$ cat src/rtl/pipe_pkg.sv
// Shared F/D pipeline definitions: opcode constants, the decoded bundle
// layout and the M-extension detector that decode and execute both use.
package pipe_pkg;

   localparam logic [6:0] OP_REG        = 7'b0110011;
   localparam logic [6:0] FUNCT7_MULDIV = 7'b0000001;

   typedef struct packed {
      logic [31:0] pc;
      logic [31:0] instr;
   } fd_bundle_t;

   // Takes only the opcode and funct7 fields so callers never carry unused bits.
   function automatic logic is_muldiv(input logic [6:0] opcode,
                                      input logic [6:0] funct7);
      return (opcode == OP_REG) && (funct7 == FUNCT7_MULDIV);
   endfunction

endpackage

$ cat src/rtl/ex_issue_buffer.sv
// Execute-stage input skid FIFO: registered ready toward DF_Stage, valid/ready
// issue of the oldest bundle, fixed M-extension occupancy hold, and flush.
module ex_issue_buffer
   import pipe_pkg::*;
#(
   parameter int DEPTH    = 2,
   parameter int MDIV_LAT = 4
) (
   input  logic        clk_i,
   input  logic        reset_i,
   input  logic        fd_valid_i,
   input  logic [31:0] fd_pc_i,
   input  logic [31:0] fd_instr_i,
   output logic        FD_pipeready_o,
   input  logic        ex_flush_i,
   input  logic        ex_ready_i,
   output logic        ex_valid_o,
   output logic [31:0] ex_pc_o,
   output logic [31:0] ex_instr_o
);

   localparam int PTR_W  = (DEPTH > 1) ? $clog2(DEPTH) : 1;
   localparam int CNT_W  = $clog2(DEPTH + 1);
   localparam int HOLD_W = (MDIV_LAT > 1) ? $clog2(MDIV_LAT) : 1;

   localparam logic [CNT_W-1:0]  CNT_FULL  = CNT_W'(DEPTH);
   localparam logic [CNT_W-1:0]  CNT_ONE   = CNT_W'(1);
   localparam logic [PTR_W-1:0]  PTR_LAST  = PTR_W'(DEPTH - 1);
   localparam logic [HOLD_W-1:0] HOLD_LOAD = HOLD_W'(MDIV_LAT - 1);

   localparam logic [1:0] ST_EMPTY   = 2'd0;
   localparam logic [1:0] ST_PARTIAL = 2'd1;
   localparam logic [1:0] ST_FULL    = 2'd2;

   if (DEPTH < 2) begin : g_depth_check
      $error("ex_issue_buffer: DEPTH must be at least 2");
   end
   if (MDIV_LAT < 1) begin : g_lat_check
      $error("ex_issue_buffer: MDIV_LAT must be at least 1");
   end

   fd_bundle_t        mem_q [DEPTH];
   logic [PTR_W-1:0]  wr_ptr_q, wr_ptr_d;
   logic [PTR_W-1:0]  rd_ptr_q, rd_ptr_d;
   logic [CNT_W-1:0]  count_q, count_d;
   logic [HOLD_W-1:0] hold_q, hold_d;
   logic              ready_q, ready_d;

   logic [1:0]        state_q, state_d;
   logic [PTR_W-1:0]  rd_ptr_inc;
   logic [PTR_W-1:0]  wr_ptr_inc;
   fd_bundle_t        head;
   fd_bundle_t        next_head;
   logic              accept;
   logic              pop;
   logic              valid_int;
   logic              in_is_m;
   logic              next_is_m;
   logic              load_hold;

   function automatic logic [PTR_W-1:0] ptr_inc(input logic [PTR_W-1:0] p);
      return (p == PTR_LAST) ? '0 : p + PTR_W'(1);
   endfunction

   function automatic logic [1:0] state_of(input logic [CNT_W-1:0] c);
      if (c == '0) begin
         return ST_EMPTY;
      end else if (c == CNT_FULL) begin
         return ST_FULL;
      end else begin
         return ST_PARTIAL;
      end
   endfunction

   always_comb begin
      state_q    = state_of(count_q);
      rd_ptr_inc = ptr_inc(rd_ptr_q);
      wr_ptr_inc = ptr_inc(wr_ptr_q);
      head       = mem_q[rd_ptr_q];
      next_head  = mem_q[rd_ptr_inc];
      valid_int  = (state_q != ST_EMPTY) && (hold_q == '0);
      accept     = fd_valid_i && ready_q;
      pop        = valid_int && ex_ready_i;
      in_is_m    = is_muldiv(fd_instr_i[6:0], fd_instr_i[31:25]);
      next_is_m  = is_muldiv(next_head.instr[6:0], next_head.instr[31:25]);
   end

   // An M-ext bundle reaching the head arms the hold: either it lands in an
   // empty FIFO, or the old head pops and it moves up (from storage or bypassing in).
   always_comb begin
      load_hold = 1'b0;
      if (accept && (state_q == ST_EMPTY) && in_is_m) begin
         load_hold = 1'b1;
      end else if (pop && (count_q > CNT_ONE) && next_is_m) begin
         load_hold = 1'b1;
      end else if (pop && (count_q == CNT_ONE) && accept && in_is_m) begin
         load_hold = 1'b1;
      end
   end

   always_comb begin
      count_d  = count_q;
      wr_ptr_d = wr_ptr_q;
      rd_ptr_d = rd_ptr_q;
      hold_d   = hold_q;
      if (ex_flush_i) begin
         count_d  = '0;
         wr_ptr_d = '0;
         rd_ptr_d = '0;
         hold_d   = '0;
      end else begin
         if (accept) begin
            wr_ptr_d = wr_ptr_inc;
         end
         if (pop) begin
            rd_ptr_d = rd_ptr_inc;
         end
         case ({accept, pop})
            2'b10:   count_d = count_q + CNT_ONE;
            2'b01:   count_d = count_q - CNT_ONE;
            default: count_d = count_q;
         endcase
         if (load_hold) begin
            hold_d = HOLD_LOAD;
         end else if (hold_q != '0) begin
            hold_d = hold_q - HOLD_W'(1);
         end
      end
      state_d = state_of(count_d);
      ready_d = (state_d != ST_FULL);
   end

   always_ff @(posedge clk_i or posedge reset_i) begin
      if (reset_i) begin
         count_q  <= '0;
         wr_ptr_q <= '0;
         rd_ptr_q <= '0;
         hold_q   <= '0;
         ready_q  <= 1'b0;
      end else begin
         count_q  <= count_d;
         wr_ptr_q <= wr_ptr_d;
         rd_ptr_q <= rd_ptr_d;
         hold_q   <= hold_d;
         ready_q  <= ready_d;
      end
   end

   // Payload storage needs no reset: every read of it is gated by count.
   always_ff @(posedge clk_i) begin
      if (accept && !ex_flush_i) begin
         mem_q[wr_ptr_q] <= '{pc: fd_pc_i, instr: fd_instr_i};
      end
   end

   assign FD_pipeready_o = ready_q;
   assign ex_valid_o     = valid_int;
   assign ex_pc_o        = (state_q != ST_EMPTY) ? head.pc    : 32'h0;
   assign ex_instr_o     = (state_q != ST_EMPTY) ? head.instr : 32'h0;

endmodule

$ cat config.mk
export PLATFORM = sky130hd
export DESIGN_NAME = ex_issue_buffer
export DESIGN_NICKNAME = d
export VERILOG_FILES = /design/src/rtl/pipe_pkg.sv /design/src/rtl/ex_issue_buffer.sv
export SDC_FILE = /design/constraint.sdc
export NUM_CORES = 1
export LEC_CHECK = 0
export BUFFER_PORTS_ARGS = -buffer_cell sky130_fd_sc_hd__buf_2
export CORE_MARGIN = 2
export CORE_UTILIZATION = 48
export DETAILED_ROUTE_END_ITERATION = 8
export PLACE_DENSITY = 0.77
export SYNTH_ARGS = -nofsm -noshare
export SYNTH_HDL_FRONTEND = slang
export SYNTH_SLANG_ARGS = --single-unit
$ cat constraint.sdc
create_clock -name clk_i -period 5.5 [get_ports clk_i]
set_clock_uncertainty 0.15 [all_clocks]
set_input_delay 1.1 -clock clk_i [delete_from_list [all_inputs] [get_ports clk_i]]
set_output_delay 1.1 -clock clk_i [all_outputs]
set_load 0.01 [all_outputs]
==> summary.md, run 1 <==
| Metric | Value |
|---|---|
| Crit-path max FO | 69 |
| H-Tree Depth | 4 |
| Most common cell after layout, fill and taps aside | buf_2 |
| Die area | 0.01205 mm² |
| Ys Warns | 0 |
| Netlist cell types | 29 |
| Largest net degree at the start of global routing | 70 |
| Hold Crit Class | input pin to async pin |
| Cts-stage hold buffer count | 0 |
| P per Cell Area | 515.0 mW/mm² |
| Clock Path Buffers | 2 |
| Synth Register Bits | 135 |
| Crit-path max cell delay | 1.16 ns |
| Max-slew headroom | 0.1973 |
| Synth Area per Inst | 15.99 µm² |
| GRT Overall Usage | 0.1790 |
| Layout cell share with drive strength beyond 1 | 0.3538 |
| CP required | 4.25 ns |
| DRT iter0 DRCs | 176 |
| Antenna viol nets, final | 0 |
| Initial antenna violation count | 3 |
| Placed inst area | 0.006177 mm² |
| Total iterations of the first detailed-routing run | 5 |
| Max Slew Vio Count | 0 |
| Static leakage | about 2.6 nW |
| Worst path arrival time | 2.35 ns |
| CTS tree | yes |
| Initial Utilization | 0.4933 |
| Critical path buffers and inverters | 1 |
| Mapped Cells | 336 |
| Routed via count | approximately 3,200 |
| Number of post-CTS setup repair buffers | 0 |
| Status | completed |
| Root Driver | clkbuf_8 |
| Fmax achieved | 0.2774 GHz |
| Die height | between 100 and 150 µm |
| Worst-path clk slew | 0.06 ns |
| Critical path endpoint category | output port |
| Aggregate routed wire length | ~10,000 µm |
| Num Clock Sinks | between 100 and 150 |
| Finished layout cell area | 0.006804 mm² |
| Worst path cell trace | mux2i_1 -> nor2_1 -> buf_2 |
| Congestion Overflow GR | 0 |
| Worst Reg-to-Reg Cells | 8 |
| Reg-to-reg startpoint | count_q[1] |
| Met1 Resource Use GR | 0.2108 |
| R2R setup slack | 2.98 ns |
| Slew @ Worst Pin | 1.204 ns |
| Post_cts resized | 0 |
| Post-Place Worst Slack | 2.164 ns |
| CTS Buf Count | 17 |
| Routing usage on met2 | 0.2980 |
| Placed insts | 597 |
| Commonest cells after routing, fill and taps aside | 134 x buf_2, 128 x edfxtp_1, 72 x nor2_1 |
| DR WL/cell | 16.26 µm |
| Tmin final | approximately 3.6 ns |
| Grt met3 use | 0.07291 |
| Global route hottest layer | met2 |
| Remaining DRCs | 0 |
| RSZ-0062 raised after global routing | no |
| Top FF cell, synth | edfxtp_1 |
| Layout Utilization | 0.6249 |
| Number of flops mapped to enable cells by yosys | 128 |
| First-pass GRT wire length | 15,610 µm |
| Crit Path Class | flop to output port |
| Final Hold Viols | 0 |
| Layout Cells excl Fill | 631 |
| Vias in the first global route | 3,259 |
| Fin nets | 550 |
| Area grow syn2layout | 26.67% |
| Gpl congestion | 0.7870 |
| Post-Syn Area | 0.005371 mm² |
| Syn_nets | 410 |
| Reg2reg end | FD_pipeready_o |
| FP Rows | 38 |
| Worst-Skew Late Latency | 0.50 ns |
| Die W | 109.8 µm |
| CORE AREA | 0.01089 mm² |
| Register area share after synthesis | 0.7482 |
| Post-route clock period utilization | 0.6554 |
| Setup slack after layout | 1.895 ns |
| Slowest stage cell, crit path | dfrtp_4 |
| PortBufs | 134 |
| Max-Cap Viols | 0 |
| Async set or reset register ratio after synthesis | 0.05185 |
| Peak supply drop | 0.3971 mV |
| Drt via density | about 5.0 |
| IO Count | 135 |
| Worst setup SP type | flop |
| Final HPWL from detailed placement | 6637 µm |
| Final setup violation count | 0 |
| Accumulated negative setup slack | 0 ns |
| Crit-path leading delay family | flip-flops |
logic make-up (layout without fill, tap and decap cells):
| kind of cell | count (synthesis) | in the layout | synth area share |
|---|---|---|---|
| muxes | 64 | 64 | 0.1193 |
| xor gates and xnor gates | 3 | 3 | 0.004893 |
| other | 0 | 2 | 0 |
| and+or+nand+nor | 100 | 100 | 0.08712 |
| DFF | 135 | 135 | 0.7482 |
| buffers and inverters | 23 | 176 | 0.02026 |
| adders and majority gates | 5 | 5 | 0.01165 |
| AOI/OAI and AO/OA | 6 | 6 | 0.008618 |
worst max path at each step:
stage / from / to / slack (ns) / cells past startpoint
after floorplan: ex_flush_i / mem_q[0][0] / 1.09 / 2
after global placement: fd_valid_i / mem_q[1][33] / 2.21 / 5
after detailed placement: fd_valid_i / mem_q[1][33] / 2.16 / 5
after CTS: count_q[1] / ex_pc_o[9] / 1.85 / 5
after global routing: count_q[1] / ex_pc_o[9] / 1.69 / 5
final: rd_ptr_q / ex_pc_o[26] / 1.90 / 3
registers in the layout, summed over array words and instances, names as in the netlist:
| name | count |
|---|---|
| FD_pipeready_o | 1 |
| count_q | 2 |
| hold_q | 2 |
| mem_q | 128 |
| rd_ptr_q | 1 |
| wr_ptr_q | 1 |
layout make-up:
type	instances	area [µm²]
Clock buffer	17	414.1
Inverter	7	27.53
Timing Repair Buffer	137	693.2
Multi-Input combinational cell	178	1259
Tap cell	140	175.2
Clock inverter	15	207.7
Fill cell	827	4084
Antenna cell	2	5.005
Sequential cell	135	4023
report_power, final:
part,total [W],internal (W),switching (W)
Clock,0.00118,0.000775,0.000400
Combinational,0.000935,0.000402,0.000533
Sequential,0.00139,0.00127,0.000129
layer usage:
layer / wire (µm) / share of wire / vias to the layer above
met1: 4307 / 0.42 / 1516
li1: - / - / 1530
met5: 13 / 0.0013 / -
met2: 5002 / 0.49 / 116
met4: 108 / 0.011 / 2
met3: 826 / 0.081 / 14
per-stage QoR:
step	hold WS (ns)	power (W)
2_1_floorplan	0.3741	0.001998
3_5_place_dp	0.4355	0.002363
5_1_grt	0.3830	0.003689
3_3_place_gp	0.4034	0.002344
6_report	0.3751	0.003504
4_1_cts	0.3566	0.003540
cell usage after synthesis, types with 2 or more instances:
cell	n	share of area
clkbuf_1	9	0.0063
ha_1	5	0.012
buf_4	5	0.0070
xor2_1	3	0.0049
nor2b_1	2	0.0023
nor4_1	2	0.0023
nor2_1	72	0.050
nand2_1	5	0.0035
mux2i_1	64	0.12
dfrtp_1	7	0.033
nor4bb_1	3	0.0056
nor4b_1	5	0.0082
a21oi_1	2	0.0019
edfxtp_1	128	0.72
buf_2	2	0.0019
or3_1	2	0.0023
nor3_1	2	0.0019
inv_1	6	0.0042
a211oi_1	2	0.0028
worst register-to-register path, stage by stage (launching register included):
cell,delay [ns]
dfrtp_1,0.37
clkinvlp_2,0.12
ha_2,0.63
nand3b_2,0.29
inv_1,0.06
ha_1,0.33
a211oi_1,0.06
a211oi_1,0.29
nand2_1,0.10
No activity file was read; power rests on OpenSTA's default activity.
==> run 2: changes to the inputs <==
ABC_AREA = 1   (was default)
clock period = 3.2 ns   (was 5.5 ns; I/O delays follow)
==> run 2 against run 1 <==
Effect of this change:
- die area barely moved
- core utilization rose by 0.33 points
- register-to-register slack got worse by 2.0 ns
- area after synthesis barely moved
- sequential share of layout area fell by 0.35 points
- clock power rose by 64%
==> summary.md, run 2 <==
| Metric | Value |
|---|---|
| Status | completed |
| Worst Reg-to-Reg Cells | 9 |
| Largest reg by FF count | mem_q |
| CP required | ~2.4 ns |
| Drt via density | ~5.1 |
| Max-slew headroom | 0.5922 |
| Worst Hold Endpoint | mem_q[1][20] |
| Worst path arrival time | 2.26 ns |
| CTS tree | yes |
| Worst-path clk slew | around 0.060 ns |
| CORE AREA | approximately 0.011 mm² |
| PortBufs | roughly 130 |
| Reg-to-reg startpoint | count_q[0] |
| Number of post-CTS setup repair buffers | 0 |
| Largest net degree at the start of global routing | 65 |
| Fin nets | 655 |
| Post-synth top area cell | edfxtp_1 |
| Routing usage on met2 | 0.3133 |
| Post-synthesis compound-gate area fraction | 0.07449 |
| Tmin final | approximately 3 ns |
| Max Slew Vio Count | 0 |
| Layout Utilization | 0.6282 |
| Register Area | roughly 0.004 mm² |
| Final HPWL from detailed placement | roughly 7000 µm |
| Grt met3 use | 0.06639 |
| Largest registers | mem_q x128, count_q x2, hold_q x2 |
| Gpl congestion | 0.8659 |
| Post-Syn Area | 0.005375 mm² |
| GRT Overall Usage | 0.1925 |
| Reg2reg end | count_q[0] |
| Mapped Cells | 442 |
| Routed via count | 3,740 |
| Largest family of logic cells by synthesized area | simple AND/OR/NAND/NOR gates |
| RSZ-0062 raised after global routing | no |
| Final Hold Viols | 0 |
| Synth Register Bits | 135 |
| Netlist cell types | 20 |
| Max-Cap Viols | 0 |
| Ys Warns | 0 |
| Top FF cell, synth | edfxtp_1 |
| First-pass GRT wire length | 17,040 µm |
| H-Tree Depth | 4 |
| Multiplexer share of the synthesized area | 0.002095 |
| Die area | 0.01206 mm² |
| FP Rows | 38 |
| Crit-path max FO | 39 |
| Worst path cell trace | inv_1 -> ha_1 -> inv_2 -> buf_12 -> o21ai_0 -> a21oi_1 -> buf_2 |
| XOR/XNOR Fraction of Synth Area | 0 |
| Critical path endpoint category | output port |
| DRT iter0 DRCs | 274 |
| Remaining DRCs | 0 |
| Synth top area cells | edfxtp_1 72%, nor2_1 9.1%, o21ai_0 6.2% |
| Commonest cells after routing, fill and taps aside | 134 x buf_2, 129 x nor2_1, 128 x edfxtp_1 |
| Layout cell share with drive strength beyond 1 | 0.3098 |
| Hold Path Origin | fd_instr_i[20] |
| Peak supply drop | 0.5061 mV |
| IO Count | between 100 and 150 |
| Initial antenna violation count | 2 |
| Crit Path Class | flop to output port |
| Global route hottest layer | met2 |
| Num Clock Sinks | 135 |
| Post-route clock period utilization | 0.9536 |
| Fmax achieved | 0.3277 GHz |
| Met1 Resource Use GR | 0.2308 |
| Crit-path max cell delay | roughly 0.35 ns |
| Area taken by multi-input logic gates | between 0.001 and 0.0015 mm² |
| Share of the synthesized area in the top cell type | 0.7151 |
| Placed insts | 701 |
| Slowest stage cell, crit path | dfrtp_1 |
| Static leakage | between 2 and 3 nW |
| Most common cell after layout, fill and taps aside | buf_2 |
| Worst setup SP type | flop |
| Number of flops mapped to enable cells by yosys | roughly 130 |
| P per Cell Area | ~790 mW/mm² |
| Root Driver | clkbuf_8 |
| Final setup violation count | 0 |
| R2R setup slack | 0.95 ns |
| Hold Crit Class | input pin to flop |
| Die W | ~110 µm |
| Die height | 109.8 µm |
| Worst-Skew Late Latency | ~0.52 ns |
| Register area share after synthesis | 0.7477 |
| Clock Path Buffers | 2 |
| Commonest cells post-synth | 131 x nor2_1, 128 x edfxtp_1, 67 x o21ai_0 |
| Layout Cells excl Fill | between 700 and 800 |
| Vias in the first global route | 3,626 |
| Antenna viol nets, final | 0 |
| DR WL/cell | 15.07 µm |
| Adder-cell share of the synthesized area | 0.01164 |
| Initial Utilization | 0.4937 |
| FILL cells | 822 |
| Aggregate routed wire length | 11,080 µm |
| Area grow syn2layout | 27.26% |
| CTS Buf Count | 17 |
| Synth Area per Inst | 12.16 µm² |
| Slew @ Worst Pin | ~0.61 ns |
| Hold path depth | 1 |
| Total iterations of the first detailed-routing run | 4 |
| Syn_nets | 516 |
| Congestion Overflow GR | 0 |
| Async set or reset register ratio after synthesis | 0.05185 |
| Max reg flops | around 130 |
| Synth Area in Simple Gates | 0.1276 |
| Most common cell in the netlist | nor2_1 |
run 2: cell count changes after synthesis, sizes merged, moves of 3 or more:
cell / previous run / this run
nor4b: 5 / 0
mux2i: 64 / 0
a21oi: 2 / 11
xor2: 3 / 0
inv: 6 / 28
nand2: 5 / 25
nor4bb: 3 / 0
nand3: 0 / 12
nor2b: 3 / 0
o21ai: 0 / 69
nor2: 72 / 131
clkbuf: 9 / 16
run 2: power breakdown:
group	internal, W	switching (W)
combinational	0.000449	0.000836
sequential	0.00211	0.0000439
clock	0.00125	0.000689
run 2: what timing repair did:
| action | in CTS | in global routing |
|---|---|---|
| gates resized for setup | 0 | 0 |
| hold buffers | 1 | 0 |
| endpoints found under the hold margin | 7 | 0 |
run 2: final cells by class:
| type | instances | share of cell area |
|---|---|---|
| Tap cell | 140 | 0.02561 |
| Inverter | 28 | 0.01536 |
| Clock buffer | 17 | 0.06055 |
| Multi-Input combinational cell | 258 | 0.1718 |
| Timing Repair Buffer | 141 | 0.1116 |
| Antenna cell | 1 | 0.0003658 |
| Clock inverter | 15 | 0.02707 |
| Sequential cell | 135 | 0.5877 |
run 2: metal layers:
metal	vias to the layer above	share of wire
li1	1811	-
met1	1772	0.41
met2	131	0.49
met3	24	0.073
met4	2	0.021
met5	-	0.0012
run 2: worst max-delay path: cells and delay by family, from the launching register on:
kind / cells / cell delay [ns]
compound gates: 2 / 0.30
buf+inv: 4 / 0.83
flops: 1 / 0.35
fa+ha+maj: 1 / 0.23
run 2: kinds of logic after synthesis:
group | Yosys count
simple gates | 172
flops | 135
compound gates | 80
buf+inv | 49
fa+ha+maj | 5
mux | 1
run 2: how the worst max path moves through the flow:
stage,startpoint,endpoint,slack [ns],cells past startpoint
floorplan,fd_valid_i,mem_q[0][0],-0.98,4
global placement,count_q[0],ex_pc_o[29],0.76,7
detailed placement,count_q[0],ex_instr_o[26],0.70,7
CTS,count_q[0],ex_instr_o[26],0.14,7
global route,count_q[0],ex_pc_o[2],0.009,7
finish,count_q[0],ex_instr_o[26],0.15,7
run 2: through the flow:
step           cell area (µm²)  hold WS, ns  total power [W]  TNS, ns  setup WS [ns]
6_report                  6840       0.1602         0.005375        0         0.1485
5_1_grt                   6840       0.1370         0.005652        0       0.008971
3_5_place_dp              6228       0.3454         0.003486        0         0.6978
4_1_cts                   6838       0.1378         0.005427        0         0.1448
3_3_place_gp              6228       0.3156         0.003442        0         0.7606
2_1_floorplan             5375       0.2934         0.002946  -124.87        -0.9755
==> run 3: changes to the inputs <==
ABC_AREA = default   (was 1)
SLEW_MARGIN = 20   (was default)
==> run 3 against run 2 <==
Effect of this change:
- total power is 12% higher
- global-route usage shrank 0.79 points
- clock power is essentially flat
- non-clock buffer count rose by 4
- maximum frequency down 0.50%
- critical path depth shrank 3
- worst hold slack got worse by 0.0026 ns
- critical endpoint is now ex_instr_o[13]
- highest routed layer is now met4
==> summary.md, run 3 (same netlist as run 1, synthesis figures left out) <==
| Metric | Value |
|---|---|
| Layout Utilization | 0.6308 |
| CORE AREA | 0.01089 mm² |
| Max-slew headroom | 0.4576 |
| Worst setup SP type | flop |
| Num Clock Sinks | 135 |
| Remaining DRCs | 0 |
| Initial Utilization | 0.4933 |
| Logic gate share of total power | 0.285 |
| R2R setup slack | about 0.90 ns |
| Most common cell after layout, fill and taps aside | buf_2 |
| Worst-Skew Late Latency | 0.52 ns |
| Die W | 109.8 µm |
| Critical path buffers and inverters | 2 |
| Commonest cells after routing, fill and taps aside | 134 x buf_2, 128 x edfxtp_1, 72 x nor2_1 |
| Worst path cell trace | buf_4 -> mux2i_1 -> nor2_1 -> buf_2 |
| Max Slew Vio Count | 0 |
| Initial antenna violation count | 2 |
| Met2 wire length | 4963 µm |
| Max-Cap Viols | 0 |
| Drt via density | 4.978 |
| Post-route clock period utilization | 0.9584 |
| Gpl congestion | roughly 0.8 |
| GRT Overall Usage | 0.1846 |
| P_int | 0.004143 W |
| Fmax achieved | 0.3261 GHz |
| CTS tree | yes |
| First-pass GRT wire length | 15,970 µm |
| Clock power frac | 0.324 |
| Layout cell share with drive strength beyond 1 | 0.3649 |
| Largest net degree at the start of global routing | 50 |
| Aggregate routed wire length | between 10,000 and 15,000 µm |
| Met3 routed wirelength | 916 µm |
| Psw | around 0.0019 W |
| Crit-path max cell delay | 0.97 ns |
| Worst path arrival time | approximately 2.3 ns |
| Layout Cells excl Fill | 638 |
| CTS Buf Count | 17 |
| Total iterations of the first detailed-routing run | 4 |
| Crit Path Class | flop to output port |
| Switch share | 0.3100 |
| Vias in the first global route | 3,257 |
| Highest Signal Layer | met4 |
| Antenna viol nets, final | 0 |
| Crit-path leading delay family | flip-flops |
| Fin nets | 558 |
| CP required | 2.41 ns |
| Tmin final | 3.067 ns |
| Crit-path max FO | 49 |
| DR WL/cell | 16.39 µm |
| Placed insts | 604 |
| PortBufs | around 130 |
| Critical path endpoint category | output port |
| Max reg flops | roughly 130 |
| H-Tree Depth | 4 |
| RSZ-0062 raised after global routing | no |
| Final setup violation count | 0 |
| Reg power frac | 0.391 |
| P per Cell Area | ~870 mW/mm² |
| Wl on met1 | 4471 µm |
| Area grow syn2layout | 27.86% |
| Routed via count | 3,176 |
| Post_cts resized | 0 |
| Design Power | 0.006005 W |
| Accumulated negative setup slack | 0 ns |
| Final HPWL from detailed placement | 7044 µm |
| Largest registers | mem_q x128, count_q x2, hold_q x2 |
| Congestion Overflow GR | 0 |
| Slowest stage cell, crit path | dfrtp_4 |
| DRT iter0 DRCs | approximately 170 |
| Clock Path Buffers | 2 |
| Final Hold Viols | 0 |
| Static leakage | about 2.6 nW |
| FP Rows | 38 |
| IO Count | 135 |
| Die height | 109.8 µm |
| Die area | approximately 0.012 mm² |
| Largest reg by FF count | mem_q |
| Peak supply drop | 0.4904 mV |
| Hold Crit Class | input pin to flop |
| Number of post-CTS setup repair buffers | 0 |
| Root Driver | clkbuf_8 |
| Slew @ Worst Pin | between 0.8 and 0.9 ns |
| Worst-path clk slew | about 0.060 ns |
| Status | completed |
==> run 3: cell types whose count changed in the layout (fill, tap and decap cells not counted), moves of 6 or more <==
cell / previous run / this run
inv_2: 6 / 0
o21ai_0: 67 / 0
inv_1: 22 / 6
a21oi_1: 11 / 2
mux2i_1: 0 / 64
nand3_1: 9 / 0
nand2_1: 25 / 5
nor2_1: 129 / 72
==> run 3: power groups by stage <==
stage               combinational, W  clock, W  sequential, W
floorplan                    0.00117         0        0.00227
global placement             0.00170         0        0.00238
detailed placement           0.00173         0        0.00238
CTS                          0.00174   0.00199        0.00235
global route                 0.00189   0.00206        0.00237
finish                       0.00171   0.00195        0.00235
==> run 3: repair_timing <==
| action | in CTS | in global routing |
|---|---|---|
| hold buffers | 1 | 0 |
| endpoints found under the setup margin | 0 | 0 |
| hold endpoints to repair | 7 | 0 |
==> run 3: cell type report <==
class                      count  area, µm²
antenna                        2      5.005
tap                          140      175.2
fill                         821       4020
sequential                   135       4023
clock buffer                  17      414.1
clock inverter                14      183.9
inverter                       7      27.53
multi-input combinational    178       1259
timing repair buffer         145      780.7
==> run 3: per-layer routing <==
layer  up-vias  GRT usage
met5         -          0
met4         0    0.06510
met3        12    0.08239
met2       117     0.2879
met1      1501     0.2288
li1       1546          -
==> run 3: through the flow <==
step	hold slack, ns	area [µm²]	setup WS (ns)
after floorplan	0.2934	5383	0.1292
after global placement	0.4139	6255	0.7068
after detailed placement	0.4298	6255	0.6716
after CTS	0.1260	6863	0.1016
after global routing	0.1277	6865	0.006649
final	0.1576	6868	0.1331
==> run 3: final timing paths <==
check,end,startpoint,cells past startpoint
worst max-delay path,ex_instr_o[13],rd_ptr_q,4
worst min-delay path,mem_q[1][12],fd_instr_i[12],1
worst max register to register,hold_q[1],count_q[1],7
worst min register to register,hold_q[1],hold_q[1],3
max in group asynchronous,rd_ptr_q,reset_i,3
min in group asynchronous,rd_ptr_q,reset_i,3
==> run 3: worst register-to-register path: cells and delay by family, from the launching register on <==
kind            cells  cell delay, ns
buf+inv             2            0.53
fa+ha+maj           1            0.38
flops               1            0.37
simple gates        3            0.69
compound gates      1            0.14
